`src/rtl/cpu_pkg.sv`:
```
// rtl/cpu_pkg.sv - shared widths and write-back grant-source encoding
package cpu_pkg;

  localparam int CPU_ADDR_WIDTH = 5;
  localparam int CPU_DATA_WIDTH = 32;

  typedef enum logic {
    GRANT_ALU = 1'b0,
    GRANT_LSU = 1'b1
  } grant_src_e;

endpackage

```
`src/rtl/wb_fifo.sv`:
```
// rtl/wb_fifo.sv - small power-of-two FIFO buffering load results ahead of write-back
module wb_fifo #(
  parameter int WIDTH = 8,
  parameter int DEPTH = 2
) (
  input  logic             clk,
  input  logic             rst_n,
  input  logic             push_valid_i,
  output logic             push_ready_o,
  input  logic [WIDTH-1:0] push_data_i,
  input  logic             pop_i,
  output logic [WIDTH-1:0] head_data_o,
  output logic             empty_o,
  output logic             full_o
);

  localparam int PW = $clog2(DEPTH);
  localparam int CW = $clog2(DEPTH + 1);

  logic [WIDTH-1:0] mem_q [DEPTH];
  logic [PW-1:0]    wr_ptr_q, wr_ptr_d;
  logic [PW-1:0]    rd_ptr_q, rd_ptr_d;
  logic [CW-1:0]    cnt_q, cnt_d;
  logic             push, pop;

  assign full_o       = (cnt_q == CW'(DEPTH));
  assign empty_o      = (cnt_q == '0);
  assign push_ready_o = !full_o;
  assign push         = push_valid_i && !full_o;
  assign pop          = pop_i && !empty_o;
  assign head_data_o  = mem_q[rd_ptr_q];

  // Pointers wrap naturally because DEPTH is a power of two.
  always_comb begin
    wr_ptr_d = push ? wr_ptr_q + PW'(1) : wr_ptr_q;
    rd_ptr_d = pop  ? rd_ptr_q + PW'(1) : rd_ptr_q;
    cnt_d    = cnt_q;
    case ({push, pop})
      2'b10:   cnt_d = cnt_q + CW'(1);
      2'b01:   cnt_d = cnt_q - CW'(1);
      default: cnt_d = cnt_q;
    endcase
  end

  always_ff @(posedge clk or negedge rst_n) begin
    if (!rst_n) begin
      wr_ptr_q <= '0;
      rd_ptr_q <= '0;
      cnt_q    <= '0;
    end else begin
      wr_ptr_q <= wr_ptr_d;
      rd_ptr_q <= rd_ptr_d;
      cnt_q    <= cnt_d;
    end
  end

  always_ff @(posedge clk) begin
    if (push) mem_q[wr_ptr_q] <= push_data_i;
  end

endmodule

```
`src/rtl/wb_arbiter.sv`:
```
// rtl/wb_arbiter.sv - register-file write-back arbiter (ALU vs buffered LSU) with pending scoreboard
module wb_arbiter
  import cpu_pkg::*;
#(
  parameter int ADDR_WIDTH = CPU_ADDR_WIDTH,
  parameter int DATA_WIDTH = CPU_DATA_WIDTH,
  parameter int LSU_DEPTH  = 2
) (
  input  logic                  clk,
  input  logic                  rst_n,
  input  logic                  alu_valid,
  output logic                  alu_ready,
  input  logic [ADDR_WIDTH-1:0] alu_rd,
  input  logic [DATA_WIDTH-1:0] alu_data,
  input  logic                  lsu_valid,
  output logic                  lsu_ready,
  input  logic [ADDR_WIDTH-1:0] lsu_rd,
  input  logic [DATA_WIDTH-1:0] lsu_data,
  output logic                  rf_we,
  output logic [ADDR_WIDTH-1:0] rf_waddr,
  output logic [DATA_WIDTH-1:0] rf_wdata,
  input  logic                  iss_valid,
  input  logic [ADDR_WIDTH-1:0] iss_rd,
  input  logic [ADDR_WIDTH-1:0] q_raddr1,
  input  logic [ADDR_WIDTH-1:0] q_raddr2,
  output logic                  q_busy1,
  output logic                  q_busy2
);

  localparam int NREGS = 1 << ADDR_WIDTH;
  localparam int EW    = ADDR_WIDTH + DATA_WIDTH;

  logic [EW-1:0]         head_ent;
  logic [ADDR_WIDTH-1:0] head_rd;
  logic [DATA_WIDTH-1:0] head_data;
  logic                  fifo_empty, fifo_full;
  logic                  grant_alu, grant_lsu;
  logic [ADDR_WIDTH-1:0] win_rd;
  logic [DATA_WIDTH-1:0] win_data;

  grant_src_e            last_grant_q, last_grant_d;
  logic                  rf_we_q, rf_we_d;
  logic [ADDR_WIDTH-1:0] rf_waddr_q, rf_waddr_d;
  logic [DATA_WIDTH-1:0] rf_wdata_q, rf_wdata_d;
  logic [NREGS-1:0]      pending_q, pending_d;

  wb_fifo #(
    .WIDTH (EW),
    .DEPTH (LSU_DEPTH)
  ) u_lsu_fifo (
    .clk          (clk),
    .rst_n        (rst_n),
    .push_valid_i (lsu_valid),
    .push_ready_o (lsu_ready),
    .push_data_i  ({lsu_rd, lsu_data}),
    .pop_i        (grant_lsu),
    .head_data_o  (head_ent),
    .empty_o      (fifo_empty),
    .full_o       (fifo_full)
  );

  assign {head_rd, head_data} = head_ent;

  // alu_ready alone encodes the round-robin decision, so it never looks at alu_valid.
  assign alu_ready = fifo_empty || (last_grant_q == GRANT_LSU);
  assign grant_alu = alu_valid && alu_ready;
  assign grant_lsu = !fifo_empty && !grant_alu;
  assign win_rd    = grant_alu ? alu_rd   : head_rd;
  assign win_data  = grant_alu ? alu_data : head_data;

  always_comb begin
    last_grant_d = last_grant_q;
    rf_we_d      = 1'b0;
    rf_waddr_d   = rf_waddr_q;
    rf_wdata_d   = rf_wdata_q;
    if (grant_alu)      last_grant_d = GRANT_ALU;
    else if (grant_lsu) last_grant_d = GRANT_LSU;
    // Writes to x0 are consumed without touching the register file.
    if ((grant_alu || grant_lsu) && (win_rd != '0)) begin
      rf_we_d    = 1'b1;
      rf_waddr_d = win_rd;
      rf_wdata_d = win_data;
    end
  end

  always_comb begin
    pending_d = pending_q;
    if (rf_we_q) pending_d[rf_waddr_q] = 1'b0;
    if (iss_valid && (iss_rd != '0)) pending_d[iss_rd] = 1'b1;
  end

  always_ff @(posedge clk or negedge rst_n) begin
    if (!rst_n) begin
      last_grant_q <= GRANT_ALU;
      rf_we_q      <= 1'b0;
      rf_waddr_q   <= '0;
      rf_wdata_q   <= '0;
      pending_q    <= '0;
    end else begin
      last_grant_q <= last_grant_d;
      rf_we_q      <= rf_we_d;
      rf_waddr_q   <= rf_waddr_d;
      rf_wdata_q   <= rf_wdata_d;
      pending_q    <= pending_d;
    end
  end

  assign rf_we    = rf_we_q;
  assign rf_waddr = rf_waddr_q;
  assign rf_wdata = rf_wdata_q;

  assign q_busy1 = pending_q[q_raddr1] && (q_raddr1 != '0) && !(rf_we_q && (rf_waddr_q == q_raddr1));
  assign q_busy2 = pending_q[q_raddr2] && (q_raddr2 != '0) && !(rf_we_q && (rf_waddr_q == q_raddr2));

  logic unused_full;
  assign unused_full = fifo_full;

endmodule

```
`config.mk`:
```
export PLATFORM = sky130hd
export DESIGN_NAME = wb_arbiter
export DESIGN_NICKNAME = d
export VERILOG_FILES = /design/src/rtl/cpu_pkg.sv /design/src/rtl/wb_fifo.sv /design/src/rtl/wb_arbiter.sv
export SDC_FILE = /design/constraint.sdc
export NUM_CORES = 1
export LEC_CHECK = 0
export ABC_AREA = 1
export BUFFER_PORTS_ARGS = -buffer_cell sky130_fd_sc_hd__buf_4
export CAP_MARGIN = 20
export CORE_MARGIN = 5
export CORE_UTILIZATION = 45
export CTS_CLUSTER_DIAMETER = 100
export CTS_CLUSTER_SIZE = 24
export DETAILED_ROUTE_END_ITERATION = 8
export MAX_ROUTING_LAYER = met4
export PLACE_DENSITY = 0.8
export SLEW_MARGIN = 20
export SYNTH_ARGS = -nofsm -noshare
export SYNTH_HDL_FRONTEND = slang
export SYNTH_HIERARCHICAL = 1
export SYNTH_SLANG_ARGS = --single-unit
```
`constraint.sdc`:
```
create_clock -name clk -period 2.6 [get_ports clk]
set_clock_uncertainty 0.2 [all_clocks]
set_input_delay 0.26 -clock clk [delete_from_list [all_inputs] [get_ports clk]]
set_output_delay 0.26 -clock clk [all_outputs]
set_load 0.01 [all_outputs]
```
======== Yosys cells after proc, flatten, opt, wreduce, memory -nomap -nowiden ========
Memories as Yosys holds them, arrays and structs flattened.
Cells that the tools add are included.
cells by class
  $add $sub $neg .......................... 4
  $mul .................................... 0
  divide/modulo/power cells ............... 0
  $lt $le $gt $ge ......................... 6
  eq/ne operators ......................... 5
  shift operators ......................... 0
  muxes and demuxes ....................... 18
  bitwise gates (word level) .............. 3
  reduce and logical (&&, ||, !) cells .... 28
operator list
  operator               count
  $mux W32               3
  $and A32 B32 Y32       1
  $not A32 Y32           1
  $or A32 B32 Y32        1
  $lt A5 B6 Y1 const B   4
  $reduce_bool A5 Y1     4
  $logic_and A1 B1 Y1    14
  $bmux W1 S5            2
  $demux W1 S5           2
  $eq A5 B5 Y1           2
  $ge A5 B1 Y1 const B   2
  $mux W1                9
  $logic_not A1 Y1       5
  $mux W5                1
  $eq A2 B2 Y1 const B   2
  $pmux W2 S2            1
  $reduce_bool A2 Y1     2
  $add A1 B1 Y1 const B  2
  $add A2 B1 Y2 const B  1
  $eq A2 B1 Y1 const B   1
  $logic_not A2 Y1       1
  $logic_or A1 B1 Y1     2
  $sub A2 B1 Y2 const B  1
word-level totals
  register bits ........................... 75
  bits in latches ......................... 0
  memory bits (writable) .................. 74
  memory bits (read-only) ................. 0
  input bits .............................. 94
  output and inout bits ................... 42
  word-level logic and storage cells ...... 73
  memories kept ........................... 1
memories
  name              words  width  read ports  clocked after Yosys merged registers in  write ports  RTL line       RTL
  u_lsu_fifo.mem_q  2      37     1           0                                        1            wb_fifo.sv:20  logic [WIDTH-1:0] mem_q [DEPTH];

======== Depth between registers and ports, before layout ========
Gate-level depths: netlist of the first run.
  word-level depth ........................ 9
  mapped depth ............................ 17
  gate-level depth less buffers ........... 16

======== Modules after synthesis ========
The synthesis of the first run kept the hierarchy.
by module, submodules not included
  module      times used  cells each  area an instance (µm²)  seq. area each (µm²)
  wb_arbiter  1           665         4478.0                  1776.7
  wb_fifo     1           226         2939.1                  2322.2

======== Least setup slack after synthesis of the first run ========
OpenSTA, ideal clock, no wires.
  path type ............................... reg-to-reg
  from .................................... reg u_lsu_fifo.cnt_q[1]
  to ...................................... mem u_lsu_fifo/mem_q[1][0] in the netlist's numbering, enable pin
  setup time .............................. 0.431 ns
  arrival time ............................ 2.119 ns
  data required time ...................... 1.969 ns
  slack ................................... -0.150 ns
  cell stages (with the launch flop) ...... 4
  buffers on the path ..................... 0
  cells stage by stage .................... dfrtp_1 inv_1 o21ai_1 nor2_1
between the ends
  longest elaborated chain between the ends .. 5
ends and longest elaborated chain
  element                        RTL line       RTL
  start, declared                wb_fifo.sv:23  logic [CW-1:0] cnt_q, cnt_d;
  start signal, assigned         wb_fifo.sv:53  cnt_q <= cnt_d;
  $eq A2 B2 Y1                   wb_fifo.sv:26  assign full_o = (cnt_q == CW'(DEPTH));
  $logic_not A1 Y1               wb_fifo.sv:29  assign push = push_valid_i && !full_o;
  $logic_and A1 B1 Y1            wb_fifo.sv:29
  $mux W1                        wb_fifo.sv:58  if (push) mem_q[wr_ptr_q] <= push_data_i;
  $mux W1 (implied by the code)  wb_fifo.sv:58
  end, declared                  wb_fifo.sv:20
No other way between the ends.

======== Worst setup path after layout of the first run ========
  from .................................... reg u_lsu_fifo.cnt_q[0]
  to ...................................... reg rf_wdata_q[0], in the netlist rf_wdata[0]
between the ends
  longest elaborated chain between the ends .. 7
ends and longest elaborated chain
  element                                          RTL line           RTL
  $logic_not A2 Y1 (*)                             wb_fifo.sv:27      assign empty_o = (cnt_q == '0);
  via fifo_empty                                   wb_arbiter.sv:36   logic fifo_empty, fifo_full;
  branches (longest 6 deep; another with $mux W5)  -
  end signal, assigned                             wb_arbiter.sv:103  rf_wdata_q <= rf_wdata_d;
  end, declared                                    wb_arbiter.sv:44   logic [DATA_WIDTH-1:0] rf_wdata_q, rf_wdata_d;
Mark *: on every way through the listed nets, which the timed path passes.
A chain may end at the register's enable or synchronous reset.

==> metrics.txt, run 1 <==
Cell Area, Placed 8610 um^2; critical path capture point type flip-flop; Post-synth EDFFs 74; routed wl met3 1.84 mm; port buffer count 135; CTS sink cnt 149; Synth top area share 30.0%; number of global-route vias before repair 6,882; peak supply drop 0.000623 V; CTS max path bufs 2; Initial Util 45.4%; Syn Area/Cell 8.32 um^2; Top Metal Used met4; Syn Nets 986; part of the power in registers 35.5%; Clock power frac 22.3%; first-pass detailed-route iteration total 6; share of cells above drive strength 1 18.8%; Nets 1,191; cell leakage power 0.00482 uW; count of pins over their slew limit 0; delay-heaviest family, CP simple AND/OR/NAND/NOR gates; endpoints failing setup 0; number of max-cap violations 0; Cell Int Power 6390 uW; clk_lat worst skew 0.43 ns; WP data arrival 2.51 ns; final wirelength 22.4 mm; initial drt markers 737; Antenna Nets Post-Route 0; CP Buf/Inv Count 4; Cell Area, Synth 7420 um^2; H-tree Lvls 4; via count 7,151; RSZ-0062 raised after global routing false; worst path cell trace inv_1 -> nand2_1 -> inv_1 -> inv_2 -> nand2_4 -> nand2_4 -> nand2_1 -> o21ai_1 -> inv_1 -> nor2_4 -> nand3_4 -> nand3_1 -> nand2_1; initial antenna violation count 1; Final Cell Area 10,000 um^2; core area 16,300 um^2; Synth area leader edfxtp_1; max_slew headroom 60.5%; drt wl/cell 16.9 um; Req. time, crit path 2.72 ns; CP max-delay cell dfrtp_1; Synth cell types 33; Post-Route M1 WL 8.54 mm; root buffer cell clkbuf_16; peak per-stage delay on the critical path 0.42 ns; TNS Setup 0 ns; FP Rows 47; metal2 WL 11.1 mm; f_max 418 MHz; io pins 136; DP Wirelength 14.0 mm; crit path kind reg -> reg; DIE WIDTH 138 um; post-synthesis sequential area ratio 55.3%; measured slew at the worst slew-check pin 0.591 ns; drt via density 5.38; synthesis-to-layout area growth 35.1%; hold slack 0.00633 ns; Placer Congestion 0.960; Synth Instances 891; number of setup buffers added after CTS 0; YS warnings 6; outcome complete, no violations; Fill cells 1,290; Die Ht 138 um; sw frac 42.2%; P per Cell Area 1100 nW/um^2; Switch Pwr 4660 uW; first-pass GRT wire length 34.9 mm; CTS Buf Count 17; ys flop type dfrtp_1; Comb power frac 42.2%; final hold vios 0; flops & latches, synth 149; Worst Hold Class in -> reg; Max Fanout on Critical Path 24; ys async rst share 50.3%; Residual DRC 0; Final Cycle Share 92.0%; top cells by area, synth edfxtp_1 30%, dfrtp_1 25%, nand2_1 19%; Critical Path Source Type flip-flop; GRT overflow 0; die area 19,200 um^2; CTS tree yes; Global Route Usage Sum 23.4%; clock slew at reported path FFs 0.08 ns; largest net degree at the start of global routing 39; fin crit period 2.39 ns
## routing by layer
metal	track usage, %	vias to the layer above
li1	-	3319
met1	27.4	3343
met2	38.3	397
met3	5.97	92
met4	10.2	0
met5	-	-
## power groups by stage
stage / clock [uW] / combinational [uW] / sequential, uW
2_1_floorplan: 0 / 2920 / 3860
6_report: 2460 / 4660 / 3920
5_1_grt: 2590 / 5130 / 4000
3_5_place_dp: 0 / 4360 / 3930
4_1_cts: 2470 / 4470 / 3900
3_3_place_gp: 0 / 4230 / 3910
## worst reg2reg max path, delay by kind of cell, from the launching register on
family	cells	cell delay, ns
buffers and inverters	4	0.33
flip-flops	1	0.42
AND/OR/NAND/NOR	8	1.18
AO/OA/AOI/OAI	1	0.13
## through the flow
step	cells	total power, uW	worst slack [ns]	utilization (%)
after global routing	1330	11700	0.0181	61.3
final	1330	11000	0.207	61.3
after floorplan	891	6790	0.360	-
after CTS	1327	10800	0.187	61.0
after global placement	1220	8150	0.346	52.7
after detailed placement	1220	8290	0.211	52.7
## layout make-up
cell class                      count  area (um^2)  share of cell area, %
Inverter                           83          312                   3.11
Multi-Input combinational cell    619         2800                   27.9
Clock buffer                       17          425                   4.24
Timing Repair Buffer              226         1930                   19.3
Sequential cell                   149         4100                   40.9
Clock inverter                     15          179                   1.79
Tap cell                          220          275                   2.75
Antenna cell                        1         2.50                 0.0250
## what timing repair did
action	CTS	global route
gates resized for setup	0	5
setup endpoints to repair	0	35
hold buffers	75	0
hold endpoints to repair	159	0
## Yosys cell counts (3+ instances only)
cell and count:
a21oi_1 3, buf_1 3, buf_2 15, buf_6 10, clkbuf_1 11, clkinv_1 4
dfrtp_1 75, edfxtp_1 74, inv_1 74, inv_2 5, nand2_1 372, nand3_1 121
nand3_2 9, nand4_1 3, nor2_1 12, nor3_1 10, o21ai_0 64, o21ai_2 3
## state kept, by name, indices dropped and copies added, names as in the netlist
signal               flops
rf_wdata                32
u_lsu_fifo/mem_q        74
u_lsu_fifo/wr_ptr_q      1
u_lsu_fifo/cnt_q         2
rf_waddr                 5
u_lsu_fifo/rd_ptr_q      1
pending_q               32
last_grant_q             1
rf_we                    1
## cells in the final DEF (no fill, tap or decap), drive strengths merged
cell,count
ha,1
nor4,1
clkinv,12
buf,151
a31oi,2
dlygate4sd3,75
nand2,374
inv,86
dfrtp,75
o221ai,2
o31ai,1
xor2,1
nand4,3
nor3,10
clkbuf,17
diode,1
o21ai,69
nand3,133
o211ai,2
a21oi,3
o2111ai,1
xnor2,2
edfxtp,74
nor2,14
## final timing paths
path                       slack (ns)  depth (start not counted)             endpoint                start
setup / recovery                 0.21                         13          rf_wdata[0]  u_lsu_fifo/cnt_q[0]
hold / removal                  0.006                          5         rf_wdata[19]         alu_data[19]
setup reg to reg                 0.21                         13          rf_wdata[0]  u_lsu_fifo/cnt_q[0]
hold reg to reg                  0.29                          2  u_lsu_fifo/wr_ptr_q  u_lsu_fifo/wr_ptr_q
max in group asynchronous        1.42                          3          rf_wdata[4]                rst_n
min in group asynchronous        0.16                          2         pending_q[5]                rst_n
## cells by family (layout without fill, tap and decap cells)
| family | count (synthesis) | count (layout) | share of synthesized area (%) |
|---|---|---|---|
| simple gates | 533 | 535 | 30.5 |
| flops | 149 | 149 | 55.3 |
| buf+inv | 125 | 341 | 7.84 |
| compound gates | 80 | 80 | 5.84 |
| xor+xnor | 3 | 3 | 0.354 |
| fa+ha+maj | 1 | 1 | 0.169 |
| other cells | 0 | 1 | 0 |
Note: power is estimated with default switching activity, not from simulation.
==> run 2, diff against run 1 <==
Settings changed: PLACE_DENSITY 0.8 to 0.81, SYNTH_HIERARCHICAL 1 to unset.
==> metrics.txt, run 2 <==
CP max-delay cell dfrtp_1; post-synthesis sequential area ratio 58.8%; ys flop type dfrtp_1; RSZ-0062 raised after global routing false; hold depth 5; first-pass detailed-route iteration total 5; reg-to-reg endpoint rf_wdata[3]; largest net degree at the start of global routing 55; Compound-Gate Fraction of Synth Area 9.01%; utilization after layout 59.9%; Synth Instances 791; CTS Buf Count 17; Most flops, register u_lsu_fifo.mem_q; count of pins over their slew limit 0; Final Cycle Share 90.8%; leading cell type in the layout, fill and taps excluded nand2_1; Residual DRC 0; DP Wirelength 12.7 mm; Hold Path Origin alu_data[14]; P per Cell Area 1110 nW/um^2; Max Fanout on Critical Path 10; measured slew at the worst slew-check pin 0.561 ns; R2R depth 12; root buffer cell clkbuf_16; port buffer count 135; worst path cell trace inv_1 -> a21oi_1 -> nand2_1 -> nor4_1 -> a21oi_1 -> buf_4; endpoints failing setup 0; peak per-stage delay on the critical path 0.56 ns; number of global-route vias before repair 6,097; fin crit period 2.36 ns; adder-cell share of the synthesized area 0.180%; CTS max path bufs 2; flops & latches, synth 149; crit path kind reg -> out; YS warnings 0; GRT overflow 0; most frequent cells in the layout 257 x nand2_1, 148 x buf_4, 105 x nand3_1; cell leakage power 0.00419 uW; max_slew headroom 62.6%; Syn Area/Cell 8.81 um^2; Initial Util 45.8%; io pins 136; via count 6,208; drt wl/cell 16.0 um; share of cells above drive strength 1 19.4%; Global Route Usage Sum 21.6%; die area 18,100 um^2; Die Ht 134 um; max reg flops 74; core area 15,200 um^2; clk_lat worst skew 0.41 ns; r2r startpoint u_lsu_fifo.rd_ptr_q; final wirelength 18.6 mm; Ant. Diodes 0; ys async rst share 50.3%; Hold EP rf_wdata[14]; Placer Congestion 0.942; count leader, synth nand2_1; FP Rows 45; DIE WIDTH 134 um; post-synthesis mux area share 0%; f_max 424 MHz; CTS sink cnt 149; Synth top cells by count 257 x nand2_1, 105 x nand3_1, 75 x dfrtp_1; H-tree Lvls 4; Post-synth EDFFs 74; hold slack 0.0497 ns; Syn Nets 886; Fill cells 1,238; number of setup buffers added after CTS 0; reg2reg setup slack 0.43 ns; final hold vios 0; synthesis-to-layout area growth 30.6%; Worst Hold Class in -> reg; number of max-cap violations 0; delay-heaviest family, CP flip-flops; simple-gate share of the synthesized area 25.1%; CP Buf/Inv Count 2; Critical Path Source Type flip-flop; peak supply drop 0.000624 V; initial antenna violation count 0; top cells by area, synth edfxtp_1 32%, dfrtp_1 27%, nand2_1 14%; drt via density 5.35; critical path capture point type output port; Synth area leader edfxtp_1; Req. time, crit path 2.14 ns; CP most frequent cell a21oi_1; first-pass GRT wire length 30.2 mm; outcome complete, no violations; Antenna Nets Post-Route 0; Synth cell types 29; largest family of logic cells by synthesized area simple AND/OR/NAND/NOR gates; clock slew at reported path FFs 0.06 ns; WP data arrival 1.90 ns; Post-Synth XOR/XNOR Area 0.628%; TNS Setup 0 ns; initial drt markers 495; Synth top area share 31.9%; Cell Area, Synth 6970 um^2; Nets 1,054; CTS tree yes; Levels on crit path 6
## run 2: logic make-up (layout without fill, tap and decap cells)
| logic type | after synthesis | in the layout |
|---|---|---|
| flip-flops | 149 | 149 |
| adder cells (fa/ha/maj) | 1 | 1 |
| XOR/XNOR | 5 | 5 |
| AO/OA/AOI/OAI | 114 | 114 |
| buffers and inverters | 104 | 285 |
| AND/OR/NAND/NOR | 418 | 418 |
## run 2: per-stage QoR
| step | total power [uW] | std cells | worst slack, ns | instance area [um^2] |
|---|---|---|---|---|
| after CTS | 10100 | 1160 | 0.257 | 9100 |
| after floorplan | 6380 | 791 | 0.300 | 6970 |
| after detailed placement | 7760 | 1088 | 0.422 | 8140 |
| after global routing | 10900 | 1160 | 0.154 | 9100 |
| final | 10100 | 1160 | 0.239 | 9100 |
| after global placement | 7640 | 1088 | 0.525 | 8140 |
## run 2: where the power goes
group / leakage, uW / switching (uW) / internal (uW)
sequential: 0.00156 / 539 / 3400
clock: 0.000261 / 954 / 1350
combinational: 0.00237 / 2370 / 1510
## run 2: metal layers
metal,routed length (um),global-route usage (%),vias to the layer above
met2,9390,36.3,326
li1,-,-,2980
met1,7200,26.0,2873
met3,1690,4.61,29
met5,0,-,-
met4,273,7.01,0
## run 2: what timing repair did
action,in CTS,in global routing
hold endpoints to repair,117,0
hold buffers,40,0
resized for setup,0,0
## run 2: worst max path at each step
stage / to / from / slack [ns]
6_report: q_busy2 / rf_waddr[3] / 0.24
5_1_grt: q_busy2 / rf_waddr[3] / 0.15
3_5_place_dp: rf_wdata[3] / u_lsu_fifo.rd_ptr_q / 0.42
4_1_cts: q_busy2 / rf_waddr[3] / 0.26
3_3_place_gp: q_busy2 / q_raddr2[0] / 0.52
2_1_floorplan: u_lsu_fifo.mem_q[1][0] / u_lsu_fifo.cnt_q[0] / 0.30
## run 2: worst min-delay path, stage by stage
cell and delay (ns):
buf_4 0.11, nor2_1 0.09, a31oi_1 0.05, nand3_1 0.07, nand2_1 0.05
## run 2: final cells by class
| class | instances | area (um^2) | share of cell area [%] |
|---|---|---|---|
| timing repair buffer | 188 | 1510 | 16.6 |
| sequential | 149 | 4100 | 45.0 |
| tap | 188 | 235 | 2.58 |
| clock buffer | 19 | 443 | 4.87 |
| multi-input combinational | 538 | 2450 | 26.9 |
| inverter | 65 | 244 | 2.68 |
| clock inverter | 13 | 124 | 1.36 |
